`src/rtl/fifo_gen_if.sv`:
```
// Handshake and status bundle for fifo_gen: master is the producer/consumer side,
// slave is the FIFO itself.
interface fifo_gen_if #(
  parameter int unsigned ADDR_WIDTH = 9,
  parameter int unsigned DATA_WIDTH = 8
);
  logic                  flush;
  logic                  write;
  logic [DATA_WIDTH-1:0] data_in;
  logic                  read;
  logic                  clear_flags;
  logic [DATA_WIDTH-1:0] data_out;
  logic                  data_valid;
  logic                  full;
  logic                  empty;
  logic                  almost_full;
  logic                  almost_empty;
  logic [ADDR_WIDTH:0]   level;
  logic                  overflow;
  logic                  underflow;

  modport master (
    output flush, write, data_in, read, clear_flags,
    input  data_out, data_valid, full, empty, almost_full, almost_empty,
           level, overflow, underflow
  );

  modport slave (
    input  flush, write, data_in, read, clear_flags,
    output data_out, data_valid, full, empty, almost_full, almost_empty,
           level, overflow, underflow
  );
endinterface

```
`src/rtl/fifo_gen.sv`:
```
// Parametrised single-clock FIFO on inferred block RAM with exact level, almost flags,
// sticky error flags, synchronous flush and optional first-word-fall-through output.
module fifo_gen #(
  parameter int unsigned ADDR_WIDTH = 9,
  parameter int unsigned DATA_WIDTH = 8,
  parameter int unsigned AF_LEVEL   = (1 << ADDR_WIDTH) - 4,
  parameter int unsigned AE_LEVEL   = 4,
  parameter bit          FWFT       = 1'b0
) (
  input logic         clk,
  input logic         reset,
  fifo_gen_if.slave   bus
);

  localparam int unsigned DEPTH   = 1 << ADDR_WIDTH;
  localparam int unsigned LEVEL_W = ADDR_WIDTH + 1;

  logic [DATA_WIDTH-1:0] mem [DEPTH];
  logic [DATA_WIDTH-1:0] ram_q;

  logic [ADDR_WIDTH-1:0] wr_ptr, wr_ptr_n, rd_ptr, rd_ptr_n;
  logic [LEVEL_W-1:0]    level_q, level_n;
  logic [DATA_WIDTH-1:0] dout_q, dout_n;
  logic                  q_valid, q_valid_n;
  logic                  dv_q, dv_n;
  logic                  full_q, full_n, empty_q, empty_n;
  logic                  af_q, af_n, ae_q, ae_n;
  logic                  ovf_q, ovf_n, unf_q, unf_n;

  logic                  rd_ok, wr_ok, fetch, advance;
  logic [1:0]            in_pipe;

  // RAM port: write on accepted write, registered read on fetch
  always_ff @(posedge clk) begin
    if (wr_ok) mem[wr_ptr] <= bus.data_in;
    if (fetch) ram_q <= mem[rd_ptr];
  end

  // Next-state: acceptance, pointers, level, output pipeline and flags
  always_comb begin
    rd_ok     = 1'b0;
    wr_ok     = 1'b0;
    advance   = 1'b0;
    fetch     = 1'b0;
    in_pipe   = 2'(q_valid) + 2'(dv_q);
    wr_ptr_n  = wr_ptr;
    rd_ptr_n  = rd_ptr;
    level_n   = level_q;
    q_valid_n = q_valid;
    dv_n      = dv_q;
    dout_n    = dout_q;
    ovf_n     = ovf_q && !bus.clear_flags;
    unf_n     = unf_q && !bus.clear_flags;

    if (!bus.flush) begin
      if (FWFT) rd_ok = bus.read && dv_q;
      else      rd_ok = bus.read && (level_q != '0);
      wr_ok = bus.write && ((level_q != LEVEL_W'(DEPTH)) || rd_ok);

      // FWFT prefetches while unfetched words exist and the two-stage pipe has room
      if (FWFT) begin
        advance = q_valid && (!dv_q || rd_ok);
        fetch   = (level_q > LEVEL_W'(in_pipe)) && (!q_valid || advance);
      end else begin
        advance = q_valid;
        fetch   = rd_ok;
      end

      if (wr_ok) wr_ptr_n = wr_ptr + ADDR_WIDTH'(1);
      if (fetch) rd_ptr_n = rd_ptr + ADDR_WIDTH'(1);
      level_n = level_q + LEVEL_W'(wr_ok) - LEVEL_W'(rd_ok);

      if (fetch)        q_valid_n = 1'b1;
      else if (advance) q_valid_n = 1'b0;
      if (advance) dout_n = ram_q;

      if (FWFT) begin
        if (advance)    dv_n = 1'b1;
        else if (rd_ok) dv_n = 1'b0;
      end else begin
        dv_n = advance;
      end

      if (bus.write && !wr_ok)         ovf_n = 1'b1;
      if (bus.read && level_q == '0)   unf_n = 1'b1;
    end else begin
      wr_ptr_n  = '0;
      rd_ptr_n  = '0;
      level_n   = '0;
      q_valid_n = 1'b0;
      dv_n      = 1'b0;
    end

    full_n  = (level_n == LEVEL_W'(DEPTH));
    empty_n = FWFT ? !dv_n : (level_n == '0);
    af_n    = (level_n >= LEVEL_W'(AF_LEVEL));
    ae_n    = (level_n <= LEVEL_W'(AE_LEVEL));
  end

  // State register
  always_ff @(posedge clk) begin
    if (reset) begin
      wr_ptr  <= '0;
      rd_ptr  <= '0;
      level_q <= '0;
      q_valid <= 1'b0;
      dv_q    <= 1'b0;
      dout_q  <= '0;
      full_q  <= 1'b0;
      empty_q <= 1'b1;
      af_q    <= 1'b0;
      ae_q    <= 1'b1;
      ovf_q   <= 1'b0;
      unf_q   <= 1'b0;
    end else begin
      wr_ptr  <= wr_ptr_n;
      rd_ptr  <= rd_ptr_n;
      level_q <= level_n;
      q_valid <= q_valid_n;
      dv_q    <= dv_n;
      dout_q  <= dout_n;
      full_q  <= full_n;
      empty_q <= empty_n;
      af_q    <= af_n;
      ae_q    <= ae_n;
      ovf_q   <= ovf_n;
      unf_q   <= unf_n;
    end
  end

  assign bus.data_out     = dout_q;
  assign bus.data_valid   = dv_q;
  assign bus.full         = full_q;
  assign bus.empty        = empty_q;
  assign bus.almost_full  = af_q;
  assign bus.almost_empty = ae_q;
  assign bus.level        = level_q;
  assign bus.overflow     = ovf_q;
  assign bus.underflow    = unf_q;

endmodule

```
`src/flat_wrapper.sv`:
```
// flat-port wrapper written by rule: the top's interface ports become plain ports
module fifo_gen_flat 
#(
  parameter int unsigned ADDR_WIDTH = 9,
  parameter int unsigned DATA_WIDTH = 8,
  parameter int unsigned AF_LEVEL   = (1 << ADDR_WIDTH) - 4,
  parameter int unsigned AE_LEVEL   = 4,
  parameter bit          FWFT       = 1'b0
)
  (clk, reset, bus_flush, bus_write, bus_data_in, bus_read, bus_clear_flags, bus_data_out, bus_data_valid, bus_full, bus_empty, bus_almost_full, bus_almost_empty, bus_level, bus_overflow, bus_underflow);
  fifo_gen_if #(.ADDR_WIDTH(ADDR_WIDTH), .DATA_WIDTH(DATA_WIDTH)) bus_i ();
  input logic clk;
  input logic reset;
  input wire logic [$bits(bus_i.flush)-1:0] bus_flush;
  input wire logic [$bits(bus_i.write)-1:0] bus_write;
  input wire logic [$bits(bus_i.data_in)-1:0] bus_data_in;
  input wire logic [$bits(bus_i.read)-1:0] bus_read;
  input wire logic [$bits(bus_i.clear_flags)-1:0] bus_clear_flags;
  output wire logic [$bits(bus_i.data_out)-1:0] bus_data_out;
  output wire logic [$bits(bus_i.data_valid)-1:0] bus_data_valid;
  output wire logic [$bits(bus_i.full)-1:0] bus_full;
  output wire logic [$bits(bus_i.empty)-1:0] bus_empty;
  output wire logic [$bits(bus_i.almost_full)-1:0] bus_almost_full;
  output wire logic [$bits(bus_i.almost_empty)-1:0] bus_almost_empty;
  output wire logic [$bits(bus_i.level)-1:0] bus_level;
  output wire logic [$bits(bus_i.overflow)-1:0] bus_overflow;
  output wire logic [$bits(bus_i.underflow)-1:0] bus_underflow;
  assign bus_i.flush = bus_flush;
  assign bus_i.write = bus_write;
  assign bus_i.data_in = bus_data_in;
  assign bus_i.read = bus_read;
  assign bus_i.clear_flags = bus_clear_flags;
  assign bus_data_out = bus_i.data_out;
  assign bus_data_valid = bus_i.data_valid;
  assign bus_full = bus_i.full;
  assign bus_empty = bus_i.empty;
  assign bus_almost_full = bus_i.almost_full;
  assign bus_almost_empty = bus_i.almost_empty;
  assign bus_level = bus_i.level;
  assign bus_overflow = bus_i.overflow;
  assign bus_underflow = bus_i.underflow;
  fifo_gen #(.ADDR_WIDTH(ADDR_WIDTH), .DATA_WIDTH(DATA_WIDTH), .AF_LEVEL(AF_LEVEL), .AE_LEVEL(AE_LEVEL), .FWFT(FWFT)) u_core (.clk(clk), .reset(reset), .bus(bus_i));
endmodule
```
`config.mk`:
```
export PLATFORM = sky130hd
export DESIGN_NAME = fifo_gen_flat
export DESIGN_NICKNAME = d
export VERILOG_FILES = /design/src/rtl/fifo_gen_if.sv /design/src/rtl/fifo_gen.sv /design/src/flat_wrapper.sv
export SDC_FILE = /design/constraint.sdc
export NUM_CORES = 2
export LEC_CHECK = 0
export CAP_MARGIN = 20
export CORE_ASPECT_RATIO = 1.75
export CORE_MARGIN = 1.5
export CORE_UTILIZATION = 45
export DETAILED_ROUTE_END_ITERATION = 8
export GPL_ROUTABILITY_DRIVEN = 0
export SLEW_MARGIN = 20
export SYNTH_ARGS = -nofsm -noshare
export SYNTH_HDL_FRONTEND = slang
export SYNTH_SLANG_ARGS = --single-unit
```
`constraint.sdc`:
```
create_clock -name clk -period 4 [get_ports clk]
set_input_delay 0.8 -clock clk [delete_from_list [all_inputs] [get_ports clk]]
set_output_delay 0.8 -clock clk [all_outputs]
set_load 0.1 [all_outputs]
```
* Yosys cells after proc, flatten, opt, wreduce, memory -nomap -nowiden *
Memories as Yosys holds them, arrays and structs flattened. A register that Yosys moved wholly into a read port is not among the register bits.
Cells that the tools add are included.

cells by class
  muxes and demuxes = 14
  equality and inequality tests = 2
  reductions and logical operators = 15
  add/sub/neg operators = 4
  bitwise logic cells = 1
  magnitude comparators = 2

operators with widths
  cell                    number
  $logic_not A10 Y1       2
  $add A9 B1 Y9 const B   2
  $mux W1                 13
  $add A10 B1 Y10         1
  $eq A10 B10 Y1 const B  1
  $ge A10 B9 Y1 const B   1
  $le A10 B3 Y1 const B   1
  $mux W10                1
  $ne A10 B10 Y1 const B  1
  $reduce_bool A10 Y1     1
  $sub A10 B1 Y10         1
  $logic_and A1 B1 Y1     6
  $logic_not A1 Y1        2
  $reduce_and A2 Y1       1
  $reduce_bool A2 Y1      1
  $reduce_or A2 Y1        1
  $logic_or A1 B1 Y1      1
  $not A1 Y1              1

word-level totals
  memories = 1
  register bits = 44
  input port bits = 14
  bits in writable memories = 4096
  output and inout port bits = 25

memories
  memory      depth  width  rd ports  clocked after memory_dff  wr ports  RTL line        source
  u_core.mem  512    8      1         1                         1         fifo_gen.sv:18  logic [DATA_WIDTH-1:0] mem [DEPTH];

* Longest topological paths before layout *
  depth in word-level cells = 9
  gate-level depth with buffers = 19

* Worst setup path after synthesis *
No wires, ideal clock.

  path kind = register to register
  start = register u_core.level_q[2] (netlist: u_core.bus.level[2])
  end = register u_core.full_q (netlist: u_core.bus.full)
  cell stages (with the launch flop) = 20
  buffers on the path = 0
  clock period less this slack = 4296 ps
  slack = -296 ps
  setup time = 59 ps
  arrival time = 4237 ps
  cells stage by stage = dfxtp_1 > inv_1 > ha_1 > nor4bb_1 > nand3_1 > nand2_1 > or2_2 > inv_1 > a21o_1 > ha_1 > inv_1 > fa_1 > nor2b_1 > o21a_1 > o21a_1 > nor2_1 > a311oi_1 > nand2_1 > nor4bb_1 > and2_1

between the ends
  word-level cells in the longest chain between the ends = 9
  elaborated cells between the ends (all ways) = 10

RTL lines
  element                   RTL line         source
  start: declaration        fifo_gen.sv:22   logic [LEVEL_W-1:0] level_q, level_n;
  start signal: assignment  fifo_gen.sv:118  level_q <= level_n;
  $reduce_bool A10 Y1       fifo_gen.sv:57   else rd_ok = bus.read && (level_q != '0);
  $logic_and A1 B1 Y1       fifo_gen.sv:57
  $mux W1                   fifo_gen.sv:55   if (!bus.flush) begin
  $logic_or A1 B1 Y1        fifo_gen.sv:58   wr_ok = bus.write && ((level_q != LEVEL_W'(DEPTH)) || rd_ok);
  $logic_and A1 B1 Y1       fifo_gen.sv:58
  $add A10 B1 Y10           fifo_gen.sv:71   level_n = level_q + LEVEL_W'(wr_ok) - LEVEL_W'(rd_ok);
  $sub A10 B1 Y10 (*)       fifo_gen.sv:71
  $mux W10 (*)              fifo_gen.sv:55
  $eq A10 B10 Y1 (*)        fifo_gen.sv:94   full_n = (level_n == LEVEL_W'(DEPTH));
  end signal: assignment    fifo_gen.sv:122  full_q <= full_n;
  end: declaration          fifo_gen.sv:26   logic full_q, full_n, empty_q, empty_n;

Every way passes the cells marked *; elsewhere a longest branch is shown, timed or not. The select of a mux whose other input is x is not followed.
A chain may end at the register's enable or synchronous reset.

==> run_results.csv <==
group,metric,value,unit
status,run_status,"finished clean",
cells_and_area,post_route_cells_drive_above_1_share,29.7,%
detailed_routing,drt_first_iter_violations,11014,
worst_setup_path,timing.critical_path.required,4770,ps
power_and_ir_drop,power.clock.fraction,38.4,%
floorplanning,num_rows,290,
worst_setup_path,critPathSlowestCell,"sky130_fd_sc_hd__a221oi_1",
worst_setup_path,crit_top_cell,"sky130_fd_sc_hd__buf_4",
cells_and_area,post_layout_nonfiller_instances,13949,
floorplanning,io_pins,39,
worst_setup_path,critPathMaxStageDelay,690,ps
worst_setup_path,reg2reg_depth,12,
synthesis,ys_types,78,
clocking,cts_max_level,5,
power_and_ir_drop,power.switching_fraction,22.5,%
synthesis,syn-cell-area,0.161,mm²
timing,setup-tns-final,0,ps
synthesis,synthTopCellsByArea,"sky130_fd_sc_hd__edfxtp_1 76%, sky130_fd_sc_hd__mux4_2 12%, sky130_fd_sc_hd__mux2i_1 2.4%",
cells_and_area,num-fill-cells,27733,
timing,final-setup-viol-count,0,
power_and_ir_drop,p_sw,20.4,mW
worst_setup_path,crit_buf_inv,6,
worst_setup_path,cp_max_fo,68,
detailed_routing,routed-via-count,85737,
place,preCtsSetupSlack,-239,ps
synthesis,synthMostInstantiatedCell,"sky130_fd_sc_hd__edfxtp_1",
synthesis,ys.flop_type,"sky130_fd_sc_hd__edfxtp_1",
worst_setup_path,endpoint_of_the_worst_setup_timing_path,"u_core.ram_q[4]",
run,cap_violations,0,
floorplanning,core_area,0.357,mm²
grt,grt_pass1_wl,688000,µm
timing,clock_skew,43.8,ps
floorplanning,die_h,795,µm
timing,finalWorstPathRequiredPeriod,3980,ps
worst_setup_path,timing.critical_path.from_type,"flip-flop",
power_and_ir_drop,seq_power_share,52.9,%
synthesis,yosys_register_bits,4148,
clocking,cts_tree,"yes",
cells_and_area,final_core_utilization,52.6,%
power_and_ir_drop,power.internal,70.2,mW
cells_and_area,layout-area-overhead-vs-synth,16.2,%
worst_setup_path,crit_path_start,"u_core.rd_ptr[0]",
worst_setup_path,timing.critical_path.max_delay_family,"buffers and inverters",
power_and_ir_drop,power-per-cell-area,483,mW/mm²
detailed_routing,routed_via_density,6.15,
worst_setup_path,cp.depth,12,
synthesis,syn_avg_cell_area,20.6,µm²
worst_setup_path,crit-reg2reg-launch,"u_core.rd_ptr[0]",
grt,grt_util_all_layers,27.1,%
power_and_ir_drop,combinationalPowerShare,8.8,%
synthesis,ys_async_sr_fraction,0,%
detailed_routing,drtAntennaViolNets,0,
worst_setup_path,cell_by_cell_trace_of_the_critical_path,"buf_4 > buf_12 > buf_4 > mux4_2 > mux2i_1 > buf_4 > o32a_1 > a221oi_1 > buf_4 > a31oi_1 > buf_4 > a32oi_1",
min_path,min_path_type,"in2reg",
synthesis,netlist_instances,7820,
floorplanning,fp.dieArea,0.362,mm²
grt,number_of_antenna_violations_at_the_first_check_in_global_routing,20,
synthesis,synth_enable_flop_cells,4104,
worst_setup_path,ff2ff_setup_slack,20,ps
synthesis,syn_nets,7854,
timing,fin_hold_ws,278,ps
synthesis,post-synth-top-area-fraction,76.3,%
detailed_routing,drt_pass1_iterations,8,
clocking,clock_latency,950,ps
detailed_routing,route.detailed.wl_per_inst,35.5,µm
place,buffer_ports.inserted,38,
timing,worst_pin_slew,1260,ps
power_and_ir_drop,power.ir.vdd_worst,462,µV
grt,grt_overflow_total,0,
clocking,cts_root_buf,"sky130_fd_sc_hd__clkbuf_16",
worst_setup_path,critical_path_class,"reg2reg",
place,placedCellCount,13302,
clocking,clockBufferDepth,4,
detailed_routing,remaining_drc_errors,0,
synthesis,synth_seq_area_share,76.9,%
synthesis,yosysWarnings,0,
clocking,numClockSinks,4148,
floorplanning,die_w,456,µm
timing,final-max-slew-violation-count,0,
synthesis,netlist.top_cell.by_area,"sky130_fd_sc_hd__edfxtp_1",
grt,grt_pass1_vias,87705,
power_and_ir_drop,static-leakage-power,58.9,nW
clocking,clk_pin_slew_worst_paths,70,ps
timing,layout_worst_path_cycle_share,99.5,%
worst_setup_path,crit_arrival,4750,ps
clocking,cts_made_buffers,349,
worst_setup_path,critPathCaptureType,"flip-flop",
floorplanning,floorplan.initialDensity,45.3,%
timing,max-slew-margin-rel,15.9,%
timing,setup_slack,20.3,ps
synthesis,synth_commonest_cells,"4,104 x sky130_fd_sc_hd__edfxtp_1, 882 x sky130_fd_sc_hd__mux4_2, 611 x sky130_fd_sc_hd__nor2_1",
detailed_routing,routed_wirelength,496000,µm
timing,hold_viol,0,
cells_and_area,nets,9019,
place,post-dp-hpwl,326000,µm
grt,grt_start_max_net_pins,137,
worst_setup_path,worstReg2RegEnd,"u_core.ram_q[4]",
timing,fmax,0.251,GHz
[worst min-delay path by stage]
stage,start,end,slack (ps),cells past startpoint
finish,bus_data_in[5],u_core.mem[428][5],280,1
global route,bus_data_in[0],u_core.mem[264][0],290,1
CTS,bus_data_in[0],u_core.mem[264][0],260,1
detailed placement,u_core.bus.data_out[0],u_core.bus.data_out[0],450,2
global placement,u_core.bus.data_out[0],u_core.bus.data_out[0],450,2
floorplan,u_core.ram_q[0],u_core.bus.data_out[0],470,2
[layout make-up]
type,count,area [µm²],share of cell area [%]
multi-input cells,3163,34700,18.5
clock inverters,207,2080,1.11
flip-flops and latches,4148,124000,66.2
clock buffers,427,9290,4.95
well taps,4672,5850,3.12
repair buffers,1296,11400,6.07
inverters,27,118,0.0627
diodes,9,22.5,0.0120
[per-stage QoR]
stage               total power, mW  area (µm²)
floorplan                      53.7      161000
global placement               56.7      176000
detailed placement             56.8      176000
CTS                            91.0      188000
global route                   92.8      188000
finish                         90.6      188000
[logic make-up after synthesis]
family	count (synthesis)	share of synthesized area [%]
compound gates	787	3.34
xor+xnor	17	0.0922
fa+ha+maj	20	0.160
buf+inv	509	1.83
flops	4148	76.9
mux	1304	15.0
simple gates	1035	2.71
[flip-flops by register name (all words and copies together) (netlist names)]
name,count
u_core.mem,4096
u_core.bus.level,10
u_core.rd_ptr,9
u_core.wr_ptr,9
u_core.bus.data_out,8
u_core.ram_q,8
u_core.bus.almost_empty,1
u_core.bus.almost_full,1
u_core.bus.data_valid,1
u_core.bus.empty,1
u_core.bus.full,1
u_core.bus.overflow,1
u_core.bus.underflow,1
u_core.q_valid,1
[placed cells by master (no fill, tap or decap), types with 21 or more instances in the layout]
cell type,synthesis,routed
sky130_fd_sc_hd__clkbuf_1,187,63
sky130_fd_sc_hd__a211oi_1,53,50
sky130_fd_sc_hd__clkdlybuf4s50_1,0,30
sky130_fd_sc_hd__o211ai_1,21,21
sky130_fd_sc_hd__a21oi_1,155,155
sky130_fd_sc_hd__mux2_2,27,27
sky130_fd_sc_hd__edfxtp_1,4104,4104
sky130_fd_sc_hd__nor3_1,48,47
sky130_fd_sc_hd__clkinv_2,0,58
sky130_fd_sc_hd__o221ai_1,45,45
sky130_fd_sc_hd__nor2b_1,24,21
sky130_fd_sc_hd__bufinv_16,0,38
sky130_fd_sc_hd__nor2_1,611,601
sky130_fd_sc_hd__mux2i_1,392,392
sky130_fd_sc_hd__nand3_1,61,55
sky130_fd_sc_hd__buf_4,53,1137
sky130_fd_sc_hd__dfxtp_1,44,28
sky130_fd_sc_hd__a221oi_1,61,61
sky130_fd_sc_hd__mux4_2,882,882
sky130_fd_sc_hd__nand2_1,196,184
sky130_fd_sc_hd__a31oi_1,29,29
sky130_fd_sc_hd__clkbuf_16,0,359
sky130_fd_sc_hd__a22oi_1,116,116
sky130_fd_sc_hd__clkinv_1,3,84
sky130_fd_sc_hd__o21ai_0,101,101
sky130_fd_sc_hd__o22ai_1,95,95
sky130_fd_sc_hd__buf_12,8,121
[power groups by stage]
stage	clock [mW]	sequential, mW	combinational (mW)
floorplan	0	49.2	4.45
global placement	0	48.9	7.84
detailed placement	0	48.9	7.91
CTS	35.1	47.9	7.95
global route	36.6	47.9	8.30
finish	34.8	47.9	7.95
[what timing repair did]
| item | CTS | global route |
|---|---|---|
| cloned | 0 | 0 |
| endpoints found under the setup margin | 5 | 6 |
| endpoints found under the hold margin | 0 | 0 |
| resized for setup | 3 | 7 |
| buffers inserted | 4 | 0 |
| hold buffers | 0 | 0 |
[metal layers]
| metal | share of wire [%] | global-route usage (%) |
|---|---|---|
| met1 | 35 | 32.4 |
| met4 | 6.4 | 14.8 |
| met3 | 7.0 | 3.81 |
| met5 | 0.010 | 0 |
| met2 | 51 | 47.2 |
Note: power is estimated with default switching activity, not from simulation.
